==> src/rtl/mem_bd_pkg.sv <==
// mem_bd_pkg: shared state and command encodings for the memory backdoor controller
package mem_bd_pkg;
  typedef enum logic [2:0] {IDLE, LOAD, RD_REQ, RD_WAIT, RD_OUT} mem_bd_state_t;
  localparam logic MEM_BD_LOAD = 1'b0;
  localparam logic MEM_BD_DUMP = 1'b1;
endpackage

==> src/rtl/mem_bd_if.sv <==
// mem_bd_if: command, load/dump stream and memory port bundle of the backdoor controller
interface mem_bd_if #(
  parameter int REG_WIDTH  = 8,
  parameter int ADDR_WIDTH = 16
);
  logic                  cmd_valid, cmd_ready, cmd_op;
  logic [ADDR_WIDTH-1:0] cmd_addr;
  logic [ADDR_WIDTH:0]   cmd_len;
  logic                  in_valid, in_ready;
  logic [REG_WIDTH-1:0]  in_data;
  logic                  out_valid, out_ready;
  logic [REG_WIDTH-1:0]  out_data;
  logic [ADDR_WIDTH-1:0] out_addr;
  logic                  mem_we;
  logic [ADDR_WIDTH-1:0] mem_addr;
  logic [REG_WIDTH-1:0]  mem_wdata, mem_rdata;
  modport master (
    output cmd_valid, cmd_op, cmd_addr, cmd_len, in_valid, in_data, out_ready, mem_rdata,
    input  cmd_ready, in_ready, out_valid, out_data, out_addr, mem_we, mem_addr, mem_wdata
  );
  modport slave (
    input  cmd_valid, cmd_op, cmd_addr, cmd_len, in_valid, in_data, out_ready, mem_rdata,
    output cmd_ready, in_ready, out_valid, out_data, out_addr, mem_we, mem_addr, mem_wdata
  );
endinterface

==> src/rtl/mem_bd_addr_cnt.sv <==
// mem_bd_addr_cnt: word address / remaining-count pair stepped once per transferred word
module mem_bd_addr_cnt #(
  parameter int ADDR_WIDTH = 16
) (
  input  logic                  clk,
  input  logic                  reset,
  input  logic                  load,
  input  logic                  step,
  input  logic [ADDR_WIDTH-1:0] load_addr,
  input  logic [ADDR_WIDTH:0]   load_len,
  output logic [ADDR_WIDTH-1:0] addr,
  output logic [ADDR_WIDTH:0]   remaining,
  output logic                  last
);
  always_ff @(posedge clk or posedge reset)
    if (reset) begin
      addr      <= '0;
      remaining <= '0;
    end else if (load) begin
      addr      <= load_addr;
      remaining <= load_len;
    end else if (step) begin
      addr      <= addr + 1'b1;
      remaining <= remaining - 1'b1;
    end
  assign last = remaining == (ADDR_WIDTH+1)'(1);
endmodule

==> src/rtl/mem_backdoor_ctrl.sv <==
// mem_backdoor_ctrl: loads or dumps a memory region through a single-port RAM while the CPU is halted
module mem_backdoor_ctrl
  import mem_bd_pkg::*;
#(
  parameter int REG_WIDTH  = 8,
  parameter int MEM_DEPTH  = 65536,
  parameter int ADDR_WIDTH = $clog2(MEM_DEPTH)
) (
  input  logic   clk,
  input  logic   reset,
  input  logic   cpu_halted,
  input  logic   abort,
  mem_bd_if.slave bus,
  output logic   busy,
  output logic   done,
  output logic   err
);
  mem_bd_state_t         state;
  logic [ADDR_WIDTH-1:0] addr;
  logic [ADDR_WIDTH:0]   remaining;
  logic [ADDR_WIDTH+1:0] cmd_end;
  logic                  last, go, cmd_ok, accept, wr, xfer;
  mem_bd_addr_cnt #(.ADDR_WIDTH(ADDR_WIDTH)) u_cnt (
    .clk, .reset,
    .load(accept && cmd_ok), .step(wr || xfer),
    .load_addr(bus.cmd_addr), .load_len(bus.cmd_len),
    .addr, .remaining, .last
  );
  // extra bit keeps addr+len from wrapping so the full-range bound check is exact
  assign cmd_end = {2'b0, bus.cmd_addr} + {1'b0, bus.cmd_len};
  assign cmd_ok  = cpu_halted && bus.cmd_len != '0 && cmd_end <= (ADDR_WIDTH+2)'(MEM_DEPTH);
  assign go      = cpu_halted && !abort;
  assign bus.cmd_ready = state == IDLE;
  assign busy          = state != IDLE;
  assign accept        = bus.cmd_valid && bus.cmd_ready;
  // abort or halt loss block the data handshake in the same cycle
  assign bus.in_ready  = state == LOAD && go;
  assign bus.out_valid = state == RD_OUT && go;
  assign wr            = bus.in_valid && bus.in_ready;
  assign xfer          = bus.out_valid && bus.out_ready;
  assign bus.mem_we    = wr;
  assign bus.mem_addr  = addr;
  assign bus.mem_wdata = bus.in_data;
  always_ff @(posedge clk or posedge reset)
    if (reset) begin
      state        <= IDLE;
      done         <= 1'b0;
      err          <= 1'b0;
      bus.out_data <= '0;
      bus.out_addr <= '0;
    end else begin
      done <= 1'b0;
      err  <= 1'b0;
      case (state)
        IDLE:
          if (accept) begin
            err   <= !cmd_ok;
            state <= !cmd_ok ? IDLE : bus.cmd_op == MEM_BD_DUMP ? RD_REQ : LOAD;
          end
        default:
          if (abort) state <= IDLE;
          else if (!cpu_halted) begin
            state <= IDLE;
            err   <= 1'b1;
          end else
            case (state)
              LOAD:
                if (wr && last) begin
                  state <= IDLE;
                  done  <= 1'b1;
                end
              RD_REQ: state <= RD_WAIT;
              RD_WAIT: begin
                bus.out_data <= bus.mem_rdata;
                bus.out_addr <= addr;
                state        <= RD_OUT;
              end
              RD_OUT:
                if (xfer) begin
                  state <= remaining > (ADDR_WIDTH+1)'(1) ? RD_REQ : IDLE;
                  done  <= last;
                end
              default: state <= IDLE;
            endcase
      endcase
    end
endmodule
==> src/flat_wrapper.sv <==
// flat-port wrapper written by rule: the top's interface ports become plain ports
module mem_backdoor_ctrl_flat import mem_bd_pkg::*;
#(
  parameter int REG_WIDTH  = 8,
  parameter int MEM_DEPTH  = 65536,
  parameter int ADDR_WIDTH = $clog2(MEM_DEPTH)
)
  (clk, reset, cpu_halted, abort, busy, done, err, bus_cmd_valid, bus_cmd_op, bus_cmd_addr, bus_cmd_len, bus_in_valid, bus_in_data, bus_out_ready, bus_mem_rdata, bus_cmd_ready, bus_in_ready, bus_out_valid, bus_out_data, bus_out_addr, bus_mem_we, bus_mem_addr, bus_mem_wdata);
  mem_bd_if #(.REG_WIDTH(REG_WIDTH), .ADDR_WIDTH(ADDR_WIDTH)) bus_i ();
  input  logic clk;
  input  logic reset;
  input  logic cpu_halted;
  input  logic abort;
  output logic busy;
  output logic done;
  output logic err;
  input wire logic [$bits(bus_i.cmd_valid)-1:0] bus_cmd_valid;
  input wire logic [$bits(bus_i.cmd_op)-1:0] bus_cmd_op;
  input wire logic [$bits(bus_i.cmd_addr)-1:0] bus_cmd_addr;
  input wire logic [$bits(bus_i.cmd_len)-1:0] bus_cmd_len;
  input wire logic [$bits(bus_i.in_valid)-1:0] bus_in_valid;
  input wire logic [$bits(bus_i.in_data)-1:0] bus_in_data;
  input wire logic [$bits(bus_i.out_ready)-1:0] bus_out_ready;
  input wire logic [$bits(bus_i.mem_rdata)-1:0] bus_mem_rdata;
  output wire logic [$bits(bus_i.cmd_ready)-1:0] bus_cmd_ready;
  output wire logic [$bits(bus_i.in_ready)-1:0] bus_in_ready;
  output wire logic [$bits(bus_i.out_valid)-1:0] bus_out_valid;
  output wire logic [$bits(bus_i.out_data)-1:0] bus_out_data;
  output wire logic [$bits(bus_i.out_addr)-1:0] bus_out_addr;
  output wire logic [$bits(bus_i.mem_we)-1:0] bus_mem_we;
  output wire logic [$bits(bus_i.mem_addr)-1:0] bus_mem_addr;
  output wire logic [$bits(bus_i.mem_wdata)-1:0] bus_mem_wdata;
  assign bus_i.cmd_valid = bus_cmd_valid;
  assign bus_i.cmd_op = bus_cmd_op;
  assign bus_i.cmd_addr = bus_cmd_addr;
  assign bus_i.cmd_len = bus_cmd_len;
  assign bus_i.in_valid = bus_in_valid;
  assign bus_i.in_data = bus_in_data;
  assign bus_i.out_ready = bus_out_ready;
  assign bus_i.mem_rdata = bus_mem_rdata;
  assign bus_cmd_ready = bus_i.cmd_ready;
  assign bus_in_ready = bus_i.in_ready;
  assign bus_out_valid = bus_i.out_valid;
  assign bus_out_data = bus_i.out_data;
  assign bus_out_addr = bus_i.out_addr;
  assign bus_mem_we = bus_i.mem_we;
  assign bus_mem_addr = bus_i.mem_addr;
  assign bus_mem_wdata = bus_i.mem_wdata;
  mem_backdoor_ctrl #(.REG_WIDTH(REG_WIDTH), .MEM_DEPTH(MEM_DEPTH), .ADDR_WIDTH(ADDR_WIDTH)) u_core (.clk(clk), .reset(reset), .cpu_halted(cpu_halted), .abort(abort), .bus(bus_i), .busy(busy), .done(done), .err(err));
endmodule
==> config.mk <==
export PLATFORM = sky130hd
export DESIGN_NAME = mem_backdoor_ctrl_flat
export DESIGN_NICKNAME = d
export VERILOG_FILES = /design/src/rtl/mem_bd_pkg.sv /design/src/rtl/mem_bd_if.sv /design/src/rtl/mem_bd_addr_cnt.sv /design/src/rtl/mem_backdoor_ctrl.sv /design/src/flat_wrapper.sv
export SDC_FILE = /design/constraint.sdc
export NUM_CORES = 1
export LEC_CHECK = 0
export BUFFER_PORTS_ARGS = -buffer_cell sky130_fd_sc_hd__buf_2
export CAP_MARGIN = 40
export CELL_PAD_IN_SITES_DETAIL_PLACEMENT = 1
export CELL_PAD_IN_SITES_GLOBAL_PLACEMENT = 1
export CORE_MARGIN = 2
export CORE_UTILIZATION = 44
export DETAILED_ROUTE_END_ITERATION = 12
export GPL_ROUTABILITY_DRIVEN = 1
export GPL_TIMING_DRIVEN = 0
export PLACE_DENSITY = 0.91
export REMOVE_ABC_BUFFERS = 1
export SLEW_MARGIN = 20
export SYNTH_ARGS = -nofsm -noshare
export SYNTH_HDL_FRONTEND = slang
export SYNTH_SLANG_ARGS = --single-unit
==> constraint.sdc <==
create_clock -name clk -period 4.5 [get_ports clk]
set_input_delay 0.225 -clock clk [delete_from_list [all_inputs] [get_ports clk]]
set_output_delay 0.225 -clock clk [all_outputs]
set_load 0.05 [all_outputs]
---- Word level (Yosys, flattened, before mapping) ----
Index checks and enable logic that the tools add are counted.
operators by class
  add/sub/neg operators ................... 3
  $lt $le $gt $ge ......................... 2
  equality and inequality tests ........... 8
  muxes and demuxes ....................... 24
  bitwise operators ....................... 2
  reductions and logical operators ........ 19
operator list
  cell                     count
  $mux W17                 2
  $mux W16                 2
  $mux W3                  7
  $add A16 B17 Y18         1
  $le A18 B17 Y1 const B   1
  $eq A17 B1 Y1 const B    1
  $gt A17 B1 Y1 const B    1
  $reduce_bool A17 Y1      1
  $sub A17 B1 Y17 const B  1
  $add A16 B1 Y16 const B  1
  $pmux W3 S4              1
  $logic_and A1 B1 Y1      10
  $mux W1                  9
  $eq A3 B2 Y1 const B     2
  $ne A5 B3 Y1 const B     1
  $ne A5 B4 Y1 const B     1
  $mux W2                  2
  $reduce_and A4 Y1        1
  $eq A3 B1 Y1 const B     1
  $eq A3 B3 Y1 const B     1
  $logic_not A3 Y1         1
  $reduce_and A3 Y1        1
  $reduce_bool A3 Y1       1
  $logic_not A1 Y1         2
  5 further kinds          6
storage, ports and cells
  bits in registers ....................... 62
  input port bits ......................... 57
  output and inout port bits .............. 55
  logic and storage cells ................. 65

---- Longest topological paths before layout ----
Gate-level depths: netlist (run 1).
  depth in word-level cells ............... 10
  mapped depth ............................ 12
  depth with buffers taken out ............ 10

---- By module ----
Synthesis (run 1) repeated with hierarchy kept, for this count alone.
unflattened totals
  cells, all modules ...................... 460
  area total of the unflattened synthesis .. 4207.8 µm²
by module, submodules not included
  module             times used  cells each  area an instance (µm²)  sequential area each (µm²)
  mem_backdoor_ctrl  1           257         2336.0                  725.7
  mem_bd_addr_cnt    1           203         1871.8                  825.8

---- Least setup slack after synthesis (run 1) ----
Ideal clock, no wire load.
  path type ............................... register to register
  start ................................... register u_core.state[2]
  end ..................................... register u_core.u_cnt.addr[15]
  library setup time ...................... 0.069 ns
  arrival ................................. 3.173 ns
  required time ........................... 4.431 ns
  setup slack ............................. 1.259 ns
  cell stages (with the launch flop) ...... 7
  path buffers ............................ 0
  clock period less this slack ............ 3.241 ns
  cells stage by stage .................... dfrtp_1 -> nor3_1 -> and2_1 -> a21oi_1 -> or4_1 -> and2_0 -> nand3_1
between the ends
  longest elaborated chain between the ends .. 5
  elaborated cells on any way between the ends .. 12
  classes of those cells .................. eq/ne (2); mux (1); reduce/logical (9)
RTL lines
  element                       line                     source
  start, declared               mem_backdoor_ctrl.sv:18  mem_bd_state_t state;
  start signal, assigned        mem_backdoor_ctrl.sv:58  state <= !cmd_ok ? IDLE : bus.cmd_op == MEM_BD_DUMP ? RD_REQ : LOAD;
  start signal, assigned        mem_backdoor_ctrl.sv:80  state <= remaining > (ADDR_WIDTH+1)'(1) ? RD_REQ : IDLE;
  $eq A3 B1 Y1                  mem_backdoor_ctrl.sv:37  assign bus.in_ready = state == LOAD && go;
  $logic_and A1 B1 Y1           mem_backdoor_ctrl.sv:37
  net bus_in_ready              flat_wrapper.sv:26       output wire logic [$bits(bus_i.in_ready)-1:0] bus_in_ready;
  $logic_and A1 B1 Y1           mem_backdoor_ctrl.sv:39  assign wr = bus.in_valid && bus.in_ready;
  net bus_mem_we                flat_wrapper.sv:30       output wire logic [$bits(bus_i.mem_we)-1:0] bus_mem_we;
  $logic_or A1 B1 Y1            mem_backdoor_ctrl.sv:25  .load(accept && cmd_ok), .step(wr || xfer),
  $reduce_bool A2 Y1 (no line)  --
  end signal, assigned          mem_bd_addr_cnt.sv:20    addr <= load_addr;
  end signal, assigned          mem_bd_addr_cnt.sv:23    addr <= addr + 1'b1;
  end, declared                 mem_bd_addr_cnt.sv:11    output logic [ADDR_WIDTH-1:0] addr,
The timed path passes the listed nets, and every way through them passes these cells.
A chain may end at the register's enable or synchronous reset.

---- Worst setup path in the final report (run 1) ----
  start ................................... input bus_cmd_len[0]
  end ..................................... register u_core.u_cnt.remaining[11]
between the ends
  longest elaborated chain between the ends .. 5
  elaborated cells on any way between the ends .. 8
  classes of those cells .................. add/sub (1); order compare (1); mux (1); reduce/logical (5)
RTL lines
  element                                                         line                                              source
  start, declared                                                 flat_wrapper.sv:20                                input wire logic [$bits(bus_i.cmd_len)-1:0] bus_cmd_len;
  $add A16 B17 Y18 / $reduce_bool A17 Y1 (equally long branches)  mem_backdoor_ctrl.sv:30, mem_backdoor_ctrl.sv:31
  $le A18 B17 Y1 / $logic_and A1 B1 Y1 (equally long branches)    mem_backdoor_ctrl.sv:31                           assign cmd_ok = cpu_halted && bus.cmd_len != '0 && cmd_end <= (ADDR_WIDTH+2)'(MEM_DEPTH);
  $logic_and A1 B1 Y1 (*)                                         mem_backdoor_ctrl.sv:31
  $logic_and A1 B1 Y1 (*)                                         mem_backdoor_ctrl.sv:25
  $mux W17 / $reduce_bool A2 Y1 (equally long branches)           --
  end signal, assigned                                            mem_bd_addr_cnt.sv:21                             remaining <= load_len;
  end signal, assigned                                            mem_bd_addr_cnt.sv:24                             remaining <= remaining - 1'b1;
  end, declared                                                   mem_bd_addr_cnt.sv:12                             output logic [ADDR_WIDTH:0] remaining,
Mark *: on every way between the ends. The rest lies on a longest branch, timed or not.

==> results of run 1 <==
registers in the layout, summed over array words and instances, names as in the netlist:
signal                  count
u_core.err                  1
u_core.bus.out_addr        16
u_core.done                 1
u_core.bus.out_data         8
u_core.u_cnt.remaining     17
u_core.state                3
u_core.u_cnt.addr          16
metrics by stage:
step | area, sq um | power [mW] | hold WS [ns]
finish | 5091 | 2.209 | 0.1006
global route | 5091 | 2.303 | 0.09681
CTS | 5091 | 2.200 | 0.09476
detailed placement | 4905 | 1.714 | 0.1039
global placement | 4835 | 1.642 | 0.4505
floorplan | 4193 | 1.465 | 0.3228
metal layers:
metal	up-vias	GRT usage	part of all wire
li1	1739	-	-
met1	1949	0.3087	0.40
met2	137	0.4688	0.51
met3	52	0.04531	0.038
met4	0	0.1622	0.053
met5	-	0	0
how the worst max path moves through the flow:
stage                   startpoint                          to  slack [ns]  cells after the start
detailed placement  bus_cmd_len[0]  u_core.u_cnt.remaining[11]        0.50                     12
global route        bus_cmd_len[0]  u_core.u_cnt.remaining[11]        0.66                     12
CTS                 bus_cmd_len[0]  u_core.u_cnt.remaining[11]        0.86                     12
global placement    bus_cmd_len[0]  u_core.u_cnt.remaining[11]       -0.20                     11
floorplan           bus_cmd_len[0]  u_core.u_cnt.remaining[11]        0.61                     10
finish              bus_cmd_len[0]  u_core.u_cnt.remaining[11]        0.85                     12
report_power, final:
group          internal [mW]  leakage, nW  switching, mW
Combinational          0.353         1.59          0.545
Clock                  0.246       0.0907          0.231
Sequential             0.680        0.798          0.153
Total                   1.28         2.48          0.930
cell families (layout without fill, tap and decap cells):
family                   after synthesis  in the layout  synth area share
flip-flops                            62             62            0.3558
AND/OR/NAND/NOR                      130            130            0.1590
XOR/XNOR                              30             30           0.06026
buffers and inverters                 33            126           0.04878
multiplexers                          52             52            0.1575
AO/OA/AOI/OAI                         97             97            0.1595
adder cells (fa/ha/maj)               20             20           0.05911
final cells by class:
type	instances	share of cell area
sequential	62	0.3047
clock inverter	5	0.01032
timing repair buffer	100	0.1076
tap	133	0.03269
multi-input combinational	329	0.5109
inverter	12	0.009339
clock buffer	9	0.02433
cells in the mapped netlist (2+ instances only):
| library cell | number |
|---|---|
| a211o_1 | 5 |
| a21o_1 | 9 |
| a21oi_1 | 24 |
| a22o_1 | 2 |
| a31oi_1 | 4 |
| and2_1 | 5 |
| and3_1 | 7 |
| buf_12 | 3 |
| buf_2 | 2 |
| buf_4 | 8 |
| clkbuf_1 | 7 |
| dfrtp_1 | 62 |
| ha_1 | 19 |
| inv_1 | 12 |
| mux2_2 | 24 |
| mux2_4 | 27 |
| nand2_1 | 29 |
| nand2b_1 | 3 |
| nand3_1 | 13 |
| nand3b_1 | 4 |
| nand4_1 | 6 |
| nor2_1 | 15 |
| nor3_1 | 17 |
| nor3b_1 | 3 |
| nor4_1 | 8 |
| o211a_1 | 2 |
| o211ai_1 | 7 |
| o21a_1 | 3 |
| o21ai_0 | 13 |
| o21ai_1 | 4 |
| o21bai_1 | 2 |
| o311ai_0 | 2 |
| or2_1 | 2 |
| or2_2 | 4 |
| or3_1 | 9 |
| xnor2_1 | 14 |
| xor2_1 | 16 |
layout by cell type, fill, tap and decap left out, types with 2 or more instances in the layout:
cell type	instances
a211o_1	5
a21o_1	9
a21oi_1	24
a22o_1	2
a31oi_1	4
and2_1	5
and3_1	7
buf_2	95
buf_4	2
clkbuf_8	9
clkinv_2	3
dfrtp_1	62
ha_1	19
inv_1	11
mux2_2	24
mux2_4	27
nand2_1	29
nand2b_1	3
nand3_1	13
nand3b_1	4
nand4_1	6
nor2_1	15
nor3_1	17
nor3b_1	2
nor4_1	8
o211a_1	2
o211ai_1	7
o21a_1	3
o21ai_0	13
o21ai_1	4
o21bai_1	2
o311ai_0	2
or2_2	5
or3_1	9
xnor2_1	14
xor2_1	16
repair_timing:
action | CTS | global route
hold buffers | 1 | 0
setup buffers | 0 | 0
endpoints found under the hold margin | 62 | 0
worst max-delay path, cell delays in order:
cell and delay, ns:
buf_2 0.13, ha_1 0.26, fa_1 0.45, a21o_1 0.20, a2111oi_1 0.39, a21oi_1 0.07
nor4_1 0.42, o2111ai_2 0.26, nor4_4 0.39, or2_2 0.50, buf_12 0.25, mux2_1 0.33
==> run_results.csv, run 1 <==
group,metric,value,unit
layout,layout-drive-gt1-share,0.3462,
route,num_vias,3877,
timing,max_slew_margin,0.4541,
yosys,synthDistinctLibCells,65,
critical_path,reg2reg_depth,8,
route,first_pass_iters,4,
layout,seq_area,0.001551,sq mm
clocking,cts.sinks,62,
die,dieArea,0.01072,sq mm
layout,layout-area-overhead-vs-synth,16.76,%
layout,nets,591,
die,num_io_pins,112,
route,ant_nets,0,
yosys,yosysSeqAreaShare,0.3558,
die,core_area,0.009684,sq mm
yosys,synth_area_leaders,"dfrtp_1, mux2_4, mux2_2",
placed_design,dp_hpwl,10760,microns
placed_design,place.gp.congestion,0.8667,
critical_path,r2r_start,"u_core.state[2]",
clocking,cts_made_buffers,9,
yosys,yosys.area.top_type_share,0.3558,
die,initial_utilization,0.4503,
clocking,insertion_delay,0.37,ns
timing,finClkSkew,0.01188,ns
timing,grt_setup_unrepaired,"no",
timing,fin_ws,0.8524,ns
yosys,yosys_warnings,0,
global_routing,overflow,0,
die,die_h,103.6,microns
global_routing,grt_pass1_vias,4290,
critical_path,timing.rr.end,"u_core.u_cnt.remaining[11]",
hold_path,min_to,"u_core.bus.out_data[7]",
route,drc,0,
critical_path,critical_path_class,"in -> reg",
timing,period_needed,3.648,ns
die,chipWidth,103.6,microns
critical_path,worstPathRequired,4.74,ns
job,drv_cap,0,
yosys,postSynthCellCount,424,
die,rows,36,
route,vias_per_cell,5.965,
hold_path,hold_depth,2,
yosys,async_flop_share,1.000,
timing,finalHoldViolCount,0,
route,wire_per_inst,21.70,microns
global_routing,grt_max_degree,60,
layout,fin_cells,650,
clocking,clk_pin_slew,0.07,ns
yosys,yosysTopAreaCell,"dfrtp_1",
yosys,synth_flop_cell,"dfrtp_1",
timing,maxSlewViolCount,0,
critical_path,reg2reg_slack,1.44,ns
timing,post-route-period-util,0.8106,
route,routed_wirelength,14110,microns
placed_design,place_inst,635,
yosys,synth-edff-count,0,
placed_design,port-buffer-count,95,
timing,setup_viol,0,
status,status,"finished, final reports clean",
global_routing,grt_pass1_wl,22760,microns
critical_path,cp-start-kind,"input port",
timing,worst_pin_slew,0.8188,ns
layout,fillCellCount,1105,
timing,fmax,0.2741,GHz
layout,multi_input_area,0.002601,sq mm
global_routing,antenna_found_initial,0,
layout,fin_util,0.5257,
critical_path,arrival,3.89,ns
hold_path,hold_start,"bus_mem_rdata[7]",
global_routing,grt_usage,0.2688,
power_and_ir_drop,power_density,433.9,mW/mm^2
critical_path,crit_fanout,19,
timing,setup_tns,0,ns
yosys,syn_area,0.004360,sq mm
placed_design,place_ws,0.5005,ns
clocking,htree_levels,3,
yosys,ys_ff_latch,62,
clocking,cts_resized,0,
clocking,tritoncts,"yes",
clocking,cts_max_path_buffers,2,
critical_path,critPathCaptureType,"register",
layout,n_antenna_cell,0,
clocking,root_buffer,"clkbuf_8",
yosys,avgSynthCellArea,10.28,sq um
route,drtIter0Drc,165,
hold_path,min_path_type,"in -> reg",
power_and_ir_drop,p_leak,2.475,nW
power_and_ir_drop,ir_drop,165.1,uV
No activity file was read; power rests on OpenSTA's default activity.
==> run 2, diff against run 1 <==
--- a/config.mk
+++ b/config.mk
@@ -5,16 +5,17 @@
 export SDC_FILE = /design/constraint.sdc
 export NUM_CORES = 1
 export LEC_CHECK = 0
+export ABC_AREA = 1
 export BUFFER_PORTS_ARGS = -buffer_cell sky130_fd_sc_hd__buf_2
 export CAP_MARGIN = 40
 export CELL_PAD_IN_SITES_DETAIL_PLACEMENT = 1
 export CELL_PAD_IN_SITES_GLOBAL_PLACEMENT = 1
 export CORE_MARGIN = 2
-export CORE_UTILIZATION = 44
+export CORE_UTILIZATION = 35
 export DETAILED_ROUTE_END_ITERATION = 12
 export GPL_ROUTABILITY_DRIVEN = 1
 export GPL_TIMING_DRIVEN = 0
-export PLACE_DENSITY = 0.91
+export PLACE_DENSITY = 0.82
 export REMOVE_ABC_BUFFERS = 1
 export SLEW_MARGIN = 20
 export SYNTH_ARGS = -nofsm -noshare
==> constraint.sdc (replaced) <==
create_clock -name clk -period 3.21 [get_ports clk]
set_input_delay 0.1605 -clock clk [delete_from_list [all_inputs] [get_ports clk]]
set_output_delay 0.1605 -clock clk [all_outputs]
set_load 0.05 [all_outputs]
==> run_results.csv, run 2 <==
group,metric,value,unit
timing,worst_pin_slew,0.6663,ns
power_and_ir_drop,ir_drop,235.5,uV
global_routing,grt_pass1_vias,4952,
placed_design,dp_hpwl,11290,microns
layout,layout-area-overhead-vs-synth,20.19,%
critical_path,worstPathCellList,"nor3_1, inv_1, nor2_1, nand2_1, nand2_1, buf_8, clkinv_2, or2_2, nand3_1",
route,routed_wirelength,14700,microns
route,first_pass_iters,4,
yosys,yosys_warnings,0,
critical_path,critPathCaptureType,"register",
yosys,synth.most_common_cell,"nand2_1",
timing,setup_tns,0,ns
power_and_ir_drop,power_density,776.1,mW/mm^2
power_and_ir_drop,switching_power,2.117,mW
layout,layout-drive-gt1-share,0.2230,
route,wire_per_inst,16.21,microns
power_and_ir_drop,p_leak,2.914,nW
power_and_ir_drop,switching_share,0.4869,
global_routing,met2_usage,0.3660,
yosys,synthDistinctLibCells,37,
yosys,ys_ff_latch,62,
route,ant_nets,0,
clocking,root_buffer,"clkbuf_16",
yosys,avgSynthCellArea,7.237,sq um
yosys,yosys.area.top_type_share,0.3329,
yosys,yosysSeqAreaShare,0.3329,
global_routing,antenna_found_initial,0,
timing,post-route-period-util,0.9246,
yosys,postSynthCellCount,644,
timing,finClkSkew,0.009436,ns
route,drc,0,
global_routing,use_met3,0.03784,
power_and_ir_drop,internal_power,2.230,mW
clocking,tritoncts,"yes",
power_and_ir_drop,power_frac_comb,0.480,
power_and_ir_drop,pwr-share-seq,0.312,
die,initial_utilization,0.3548,
die,dieArea,0.01426,sq mm
timing,fin_ws,0.2420,ns
critical_path,crit_fanout,36,
layout,seq_area,0.001551,sq mm
placed_design,port-buffer-count,95,
clocking,cts.sinks,62,
timing,maxSlewViolCount,0,
critical_path,cp_num_buf_inv,3,
yosys,syn_area,0.004661,sq mm
critical_path,crit_family,"simple AND/OR/NAND/NOR gates",
yosys,synth_flop_cell,"dfrtp_1",
global_routing,grt_usage,0.2075,
clocking,insertion_delay,0.33,ns
placed_design,place_ws,-0.4977,ns
global_routing,overflow,0,
clocking,cts_made_buffers,9,
status,status,"finished, final reports clean",
critical_path,worstPathRequired,3.47,ns
global_routing,busiest_layer,"met2",
die,num_io_pins,112,
critical_path,critical_path_class,"reg -> reg",
yosys,synth_area_leaders,"dfrtp_1, nand2_1, nand3_1",
global_routing,grtUsageMet1,0.2540,
layout,reg.largest.list,"u_core.u_cnt.remaining (17), u_core.bus.out_addr (16), u_core.u_cnt.addr (16)",
die,chipWidth,119.4,microns
global_routing,grt_pass1_wl,23910,microns
yosys,synth-edff-count,0,
placed_design,place.gp.congestion,0.8354,
layout,final_common_cell,"nand2_1",
layout,fillCellCount,1708,
layout,regMostFlops,"u_core.u_cnt.remaining",
timing,period_needed,2.968,ns
critical_path,cp-start-kind,"register",
hold_path,min_path_type,"in -> reg",
yosys,ys_top_cells_by_count,"nand2_1, nand3_1, inv_1",
clocking,cts_max_path_buffers,2,
timing,max_slew_margin,0.5553,
critical_path,crit_path_top_delay_cell,"clkinv_2",
timing,fmax,0.3369,GHz
timing,hold_ws,0.06392,ns
power_and_ir_drop,power,4.347,mW
layout,n_antenna_cell,0,
power_and_ir_drop,clkPwrFrac,0.208,
die,core_area,0.01314,sq mm
critical_path,arrival,3.22,ns
timing,finalHoldViolCount,0,
clocking,htree_levels,3,
critical_path,crit_top_cell,"nand2_1",
timing,setup_viol,0,
global_routing,grt_max_degree,52,
route,vias_per_cell,5.223,
clocking,post-cts-setup-buffers,0,
layout,multi_input_area,0.002673,sq mm
job,drv_cap,0,
yosys,yosysTopAreaCell,"dfrtp_1",
die,rows,42,
timing,grt_setup_unrepaired,"no",
clocking,clk_pin_slew,0.05,ns
layout,largest_reg_flops,17,
yosys,async_flop_share,1.000,
die,die_h,119.4,microns
layout,nets,805,
route,num_vias,4737,
critical_path,crit_path_max_incr_delay,0.55,ns
route,drtIter0Drc,182,
layout,final_cell_mix,"nand2_1, buf_2, nand3_1",
run 2: cell families (layout without fill, tap and decap cells):
family,Yosys count,after routing,synth area share
AO/OA/AOI/OAI,56,56,0.06416
XOR/XNOR,18,18,0.03383
adder cells (fa/ha/maj),20,20,0.05530
buffers and inverters,106,192,0.09853
flip-flops,62,62,0.3329
multiplexers,9,9,0.02175
AND/OR/NAND/NOR,373,374,0.3936
run 2: area by class of cell:
| type | count | area share |
|---|---|---|
| Inverter | 76 | 0.05160 |
| Timing Repair Buffer | 102 | 0.1059 |
| Clock buffer | 13 | 0.04825 |
| Sequential cell | 62 | 0.2770 |
| Multi-Input combinational cell | 477 | 0.4771 |
| Clock inverter | 1 | 0.0008935 |
| Tap cell | 176 | 0.03931 |
run 2: layer usage:
metal  up-vias  wire [microns]
met5         -               0
met3        18             440
met4         0             285
met1      2302            6501
met2        86            7472
li1       2331               -
run 2: metrics by stage:
step                      utilization  cell area [sq um]  std cells
after floorplan                     -               4487        614
final                          0.4264               5602        907
after CTS                      0.4239               5569        906
after global placement         0.3945               5182        885
after detailed placement       0.4009               5266        890
after global routing           0.4264               5602        907
run 2: final timing paths:
| kind | start | depth (start not counted) | to | slack (ns) |
|---|---|---|---|---|
| max | u_core.state[2] | 9 | u_core.u_cnt.remaining[1] | 0.24 |
| min | bus_mem_rdata[1] | 2 | u_core.bus.out_data[1] | 0.06 |
| max reg2reg | u_core.state[2] | 9 | u_core.u_cnt.remaining[1] | 0.24 |
| min reg2reg | u_core.bus.out_addr[2] | 2 | u_core.bus.out_addr[2] | 0.48 |
| max in group asynchronous | reset | 4 | u_core.bus.out_data[0] | 2.41 |
| min in group asynchronous | reset | 3 | u_core.done | 0.30 |
run 2: power by group through the flow:
stage	registers [mW]	clock network, mW	logic, mW
after floorplan	1.88	0	0.970
after global placement	1.33	0	1.97
after detailed placement	1.36	0	2.06
after CTS	1.35	0.917	2.09
after global routing	1.40	0.952	2.28
final	1.36	0.904	2.09
run 2: what timing repair did:
action                                 4_1_cts  5_1_grt
cloned                                       1        0
resized for setup                            1        1
endpoints found under the hold margin       11        0
hold buffers                                 1        0
setup endpoints to repair                   33       33
pin swaps                                    1        0
